--- src/rtl/hazard_control_unit.sv ---
`default_nettype none
// ============================================================================
// Module   : hazard_control_unit
// Purpose  : Stall/flush sequencing for the 5-stage RV32I pipeline.
// Revision : 1.0
// ============================================================================
module hazard_control_unit #(
  parameter int MEM_TIMEOUT = 255,
  parameter int CNT_W       = 16
) (
  input  logic             clk,
  input  logic             rst_n,
  input  logic [4:0]       id_rs1,
  input  logic [4:0]       id_rs2,
  input  logic             id_uses_rs1,
  input  logic             id_uses_rs2,
  input  logic             id_branch,
  input  logic             id_jumpr,
  input  logic             id_redirect,
  input  logic [4:0]       id_ex_rd,
  input  logic             id_ex_reg_write,
  input  logic             id_ex_mem_read,
  input  logic [4:0]       ex_mem_rd,
  input  logic             ex_mem_mem_read,
  input  logic             ex_mem_mem_write,
  input  logic             ex_mem_halt,
  input  logic             dmem_ready,
  output logic             pc_stall,
  output logic             if_id_stall,
  output logic             id_ex_stall,
  output logic             ex_mem_stall,
  output logic             if_id_flush,
  output logic             id_ex_flush,
  output logic             mem_wb_flush,
  output logic             halted,
  output logic             mem_err,
  output logic [CNT_W-1:0] stall_cycles
);

  localparam logic [15:0] c_timeout = 16'(MEM_TIMEOUT);

  typedef enum logic [1:0] {
    S_RUN        = 2'd0,
    S_MEM_WAIT   = 2'd1,
    S_HALT_DRAIN = 2'd2,
    S_HALTED     = 2'd3
  } state_t;

  state_t      r_state;
  state_t      w_next_state;
  logic [15:0] r_wait_cnt;
  logic [15:0] w_wait_inc;
  logic        r_drain_cnt;
  logic        w_waiting;
  logic        w_timeout;
  logic        w_is_br;
  logic        w_load_use;
  logic        w_br_ex;
  logic        w_br_ld;
  logic        w_mem_busy;
  logic        w_data_stall;
  logic        w_eval_run;

  assign w_is_br    = id_branch | id_jumpr;
  assign w_load_use = id_ex_mem_read && (id_ex_rd != 5'd0) &&
                      ((id_uses_rs1 && (id_ex_rd == id_rs1)) ||
                       (id_uses_rs2 && (id_ex_rd == id_rs2)));
  // JALR only reads rs1, so rs2 is compared for conditional branches alone
  assign w_br_ex    = w_is_br && id_ex_reg_write && (id_ex_rd != 5'd0) &&
                      ((id_ex_rd == id_rs1) || (id_branch && (id_ex_rd == id_rs2)));
  assign w_br_ld    = w_is_br && ex_mem_mem_read && (ex_mem_rd != 5'd0) &&
                      ((ex_mem_rd == id_rs1) || (id_branch && (ex_mem_rd == id_rs2)));
  assign w_mem_busy   = (ex_mem_mem_read | ex_mem_mem_write) & ~dmem_ready;
  assign w_data_stall = w_load_use | w_br_ex | w_br_ld;
  // The cycle DMEM completes is treated exactly like a RUN cycle
  assign w_eval_run   = (r_state == S_RUN) || ((r_state == S_MEM_WAIT) && dmem_ready);
  assign w_wait_inc   = r_wait_cnt + 16'd1;
  assign w_timeout    = w_waiting && (w_wait_inc == c_timeout);

  always_comb begin
    pc_stall     = 1'b0;
    if_id_stall  = 1'b0;
    id_ex_stall  = 1'b0;
    ex_mem_stall = 1'b0;
    if_id_flush  = 1'b0;
    id_ex_flush  = 1'b0;
    mem_wb_flush = 1'b0;
    w_waiting    = 1'b0;
    w_next_state = r_state;
    if (w_eval_run) begin
      w_next_state = S_RUN;
      if (ex_mem_halt) begin
        pc_stall     = 1'b1;
        if_id_flush  = 1'b1;
        id_ex_flush  = 1'b1;
        w_next_state = S_HALT_DRAIN;
      end else if (w_mem_busy) begin
        w_waiting = 1'b1;
      end else if (w_data_stall) begin
        pc_stall    = 1'b1;
        if_id_stall = 1'b1;
        id_ex_flush = 1'b1;
      end else if (id_redirect) begin
        if_id_flush = 1'b1;
      end
    end else begin
      case (r_state)
        S_MEM_WAIT: w_waiting = 1'b1;
        S_HALT_DRAIN: begin
          pc_stall    = 1'b1;
          if_id_flush = 1'b1;
          id_ex_flush = 1'b1;
          if (r_drain_cnt) w_next_state = S_HALTED;
        end
        default: begin
          pc_stall    = 1'b1;
          if_id_flush = 1'b1;
          id_ex_flush = 1'b1;
        end
      endcase
    end
    if (w_waiting) begin
      pc_stall     = 1'b1;
      if_id_stall  = 1'b1;
      id_ex_stall  = 1'b1;
      ex_mem_stall = 1'b1;
      mem_wb_flush = 1'b1;
      w_next_state = w_timeout ? S_RUN : S_MEM_WAIT;
    end
  end

  always_ff @(posedge clk or negedge rst_n) begin
    if (!rst_n) begin
      r_state      <= S_RUN;
      r_wait_cnt   <= 16'd0;
      r_drain_cnt  <= 1'b0;
      mem_err      <= 1'b0;
      halted       <= 1'b0;
      stall_cycles <= '0;
    end else begin
      r_state     <= w_next_state;
      r_wait_cnt  <= (w_waiting && !w_timeout) ? w_wait_inc : 16'd0;
      r_drain_cnt <= (r_state == S_HALT_DRAIN);
      halted      <= (w_next_state == S_HALTED);
      if (w_timeout) mem_err <= 1'b1;
      if (pc_stall && (stall_cycles != {CNT_W{1'b1}})) stall_cycles <= stall_cycles + 1'b1;
    end
  end

endmodule
`default_nettype wire
--- config.mk ---
export PLATFORM = sky130hd
export DESIGN_NAME = hazard_control_unit
export DESIGN_NICKNAME = d
export VERILOG_FILES = /design/src/rtl/hazard_control_unit.sv
export SDC_FILE = /design/constraint.sdc
export NUM_CORES = 1
export LEC_CHECK = 0
export CAP_MARGIN = 20
export CORE_UTILIZATION = 35
export DETAILED_ROUTE_END_ITERATION = 6
export PLACE_DENSITY = 0.7
export SYNTH_ARGS = -nofsm -noshare
export SYNTH_HDL_FRONTEND = slang
export SYNTH_SLANG_ARGS = --single-unit
--- constraint.sdc ---
create_clock -name clk -period 2.5 [get_ports clk]
set_input_delay 0.5 -clock clk [delete_from_list [all_inputs] [get_ports clk]]
set_output_delay 0.5 -clock clk [all_outputs]
set_load 0.01 [all_outputs]
==> metrics <==
Hold/Removal Path Class=reg2reg; final non-filler cell total=390; final worst-path cycle share=1.03; port bufs=57; CTS tree=done; Max-Cap Viols=0; final hold violation count=0; count of antenna-violating nets left after detailed routing=0; # diodes=0; post-layout min period=2.56 ns; startpoint type of the worst setup path=primary input; share of layout cells above drive strength 1=0.213; Syn. warnings=0; CP max-delay cell=or4_4; post-synthesis average cell area=9.45 um^2; setup violators final=1; critical path, cell by cell=dlygate4sd2_1, xor2_1, nor2_1, a32oi_1, o22ai_2, or4_4, buf_6; Rel. slew slack=0.632; Synth Register Bits=37; worst-skew pair later-pin latency=0.29 ns; WL final=5.14 mm; arrival time worst endpoint=2.06 ns; Slew Viols, Final=0; Post-CTS Setup Bufs=0; failing checks=negative setup slack; Detailed Routing Iterations Pass 1=4; async set or reset register ratio after synthesis=1.00; WL/cell=between 10 and 15 um; dominant cells by area after synthesis=dfrtp_1 42%, xor2_1 9.9%, xnor2_1 8.8%, nor2_1 5.6%, and3_1 4.5%; post-synth cell types=between 40 and 50; largest net degree at the start of global routing=38; post-synth top area share=0.420; power per standard cell area=~550 nW/um^2; GRT Total Usage=0.163; Fin Hold WS=between 0.4 and 0.5 ns; number of global-route vias before repair=1,860; Worst Skew=between 0.005 and 0.006 ns; area leader, netlist=dfrtp_1; worst slack, placed=-0.765 ns; Main synth FF type=dfrtp_1; hold buffers post-CTS=0; Setup WS post-layout=-0.0632 ns; Cell Area, Synth=~2200 um^2; Routability Congestion=approximately 0.84; most common cell in the netlist=dfrtp_1; fin nets=350; maximum clock path buffer count=2; clock sink total=37; Leak=roughly 1.4 nW; Post-synth EDFFs=0; Mapped Cells=approximately 230; detailed-route via count=between 1,500 and 2,000; Cells after DPL=between 300 and 400; Seq/Total Area, Yosys=0.420; CP max FO=2; Peak VDD IR=slightly below 0.0005 V; FP Rows=28; Syn Nets=around 270; CTS buffer count=5; status=finished, violations left; RSZ-0062 raised after global routing=yes; hpwl dp=3.70 mm; Worst Tran Pin Value=around 0.55 ns; DRC viols=0; Die Ht=81.3 um; Crit Path Category=in2out; Die Width=slightly above 80 um; Synth top cells by count=37 x dfrtp_1, 33 x nor2_1, 25 x xor2_1; routed vias/inst=5.02; Worst-path clk slew=about 0.070 ns; die area=about 6600 um^2; fmax=390 MHz; GRT overflow=0; Starting Density=0.368; I/O pin count=58; Crit path largest cell delay=around 0.51 ns; H-tree depth=2; Req. time, crit path=roughly 2 ns; core area=5990 um^2; Crit. End Element=primary output; initial DRC count=109; Layout area overhead=42.0%; clock root cell=clkbuf_8; antenna violations before repair=0; first-pass GRT wire length=8.27 mm
final cells by class:
class	count	area [um^2]
inverter	5	18.8
multi-input combinational	183	1260
clock buffer	6	82.6
tap	75	93.8
sequential	37	926
timing repair buffer	82	709
fill	553	2860
clock inverter	2	37.5
power by group:
group	total [mW]	internal, mW	switching, mW
registers	0.747	0.666	0.0811
clock network	0.542	0.324	0.217
logic	0.418	0.249	0.170
total	1.71	1.24	0.468
stage by stage:
step           TNS [ns]  power [mW]  cell area (um^2)   util
6_report        -0.0632        1.71              3130  0.522
3_3_place_gp      -9.01        1.18              3000  0.500
5_1_grt          -0.240        1.81              3130  0.522
3_5_place_dp      -8.66        1.18              3000  0.500
2_1_floorplan   -0.0399       0.931              2200      -
4_1_cts          -0.102        1.72              3100  0.518
routing by layer:
layer | wire (um) | share of wire | GRT usage
met4 | 38 | 0.0074 | 0.0482
met2 | 2330 | 0.45 | 0.264
met3 | 369 | 0.072 | 0.0427
met1 | 2400 | 0.47 | 0.211
met5 | 0 | 0 | 0
flip-flops by register name, indices dropped and copies added, names as in the netlist:
name / flops
r_wait_cnt: 16
r_drain_cnt: 1
r_state: 2
stall_cycles: 16
halted: 1
mem_err: 1
final timing paths:
path / from / to / slack [ns] / depth (start not counted)
setup / recovery: id_rs1[1] / pc_stall / -0.06 / 7
hold / removal: mem_err$_DFFE_PN0P_ / mem_err$_DFFE_PN0P_ / 0.48 / 2
setup reg to reg: r_wait_cnt[0]$_DFF_PN0_ / r_state[0]$_DFF_PN0_ / 0.26 / 7
hold reg to reg: mem_err$_DFFE_PN0P_ / mem_err$_DFFE_PN0P_ / 0.48 / 2
max in group asynchronous: rst_n / mem_err$_DFFE_PN0P_ / 1.54 / 2
min in group asynchronous: rst_n / stall_cycles[15]$_DFFE_PN0P_ / 0.62 / 2
worst max-delay path, delay by kind of cell:
family                    cells  cell delay (ns)
xor gates and xnor gates      1             0.20
buffers and inverters         2             0.43
and+or+nand+nor               2             0.59
AOI/OAI and AO/OA             2             0.34
logic make-up after synthesis:
| kind of cell | after synthesis | share of synthesized area |
|---|---|---|
| AND/OR/NAND/NOR | 107 | 0.251 |
| multiplexers | 3 | 0.0153 |
| adder cells (fa/ha/maj) | 3 | 0.0170 |
| AO/OA/AOI/OAI | 23 | 0.0739 |
| XOR/XNOR | 47 | 0.187 |
| buffers and inverters | 13 | 0.0352 |
| flip-flops | 37 | 0.420 |
layout by cell type (no fill, tap or decap), types with 8 or more instances in the layout:
| cell | count |
|---|---|
| nand3_1 | 16 |
| nand4_1 | 8 |
| and3_1 | 16 |
| xnor2_1 | 22 |
| xor2_1 | 23 |
| dlygate4sd2_1 | 12 |
| nor2_1 | 31 |
| clkbuf_2 | 8 |
| dfrtp_1 | 37 |
| nand2_1 | 11 |
| buf_4 | 21 |
| clkdlybuf4s50_1 | 24 |
repair_timing:
item	in CTS	in global routing
gates resized for setup	65	30
pin swaps	14	13
endpoints found under the setup margin	26	7
endpoints found under the hold margin	0	0
Power figures use the tool's default switching activity.
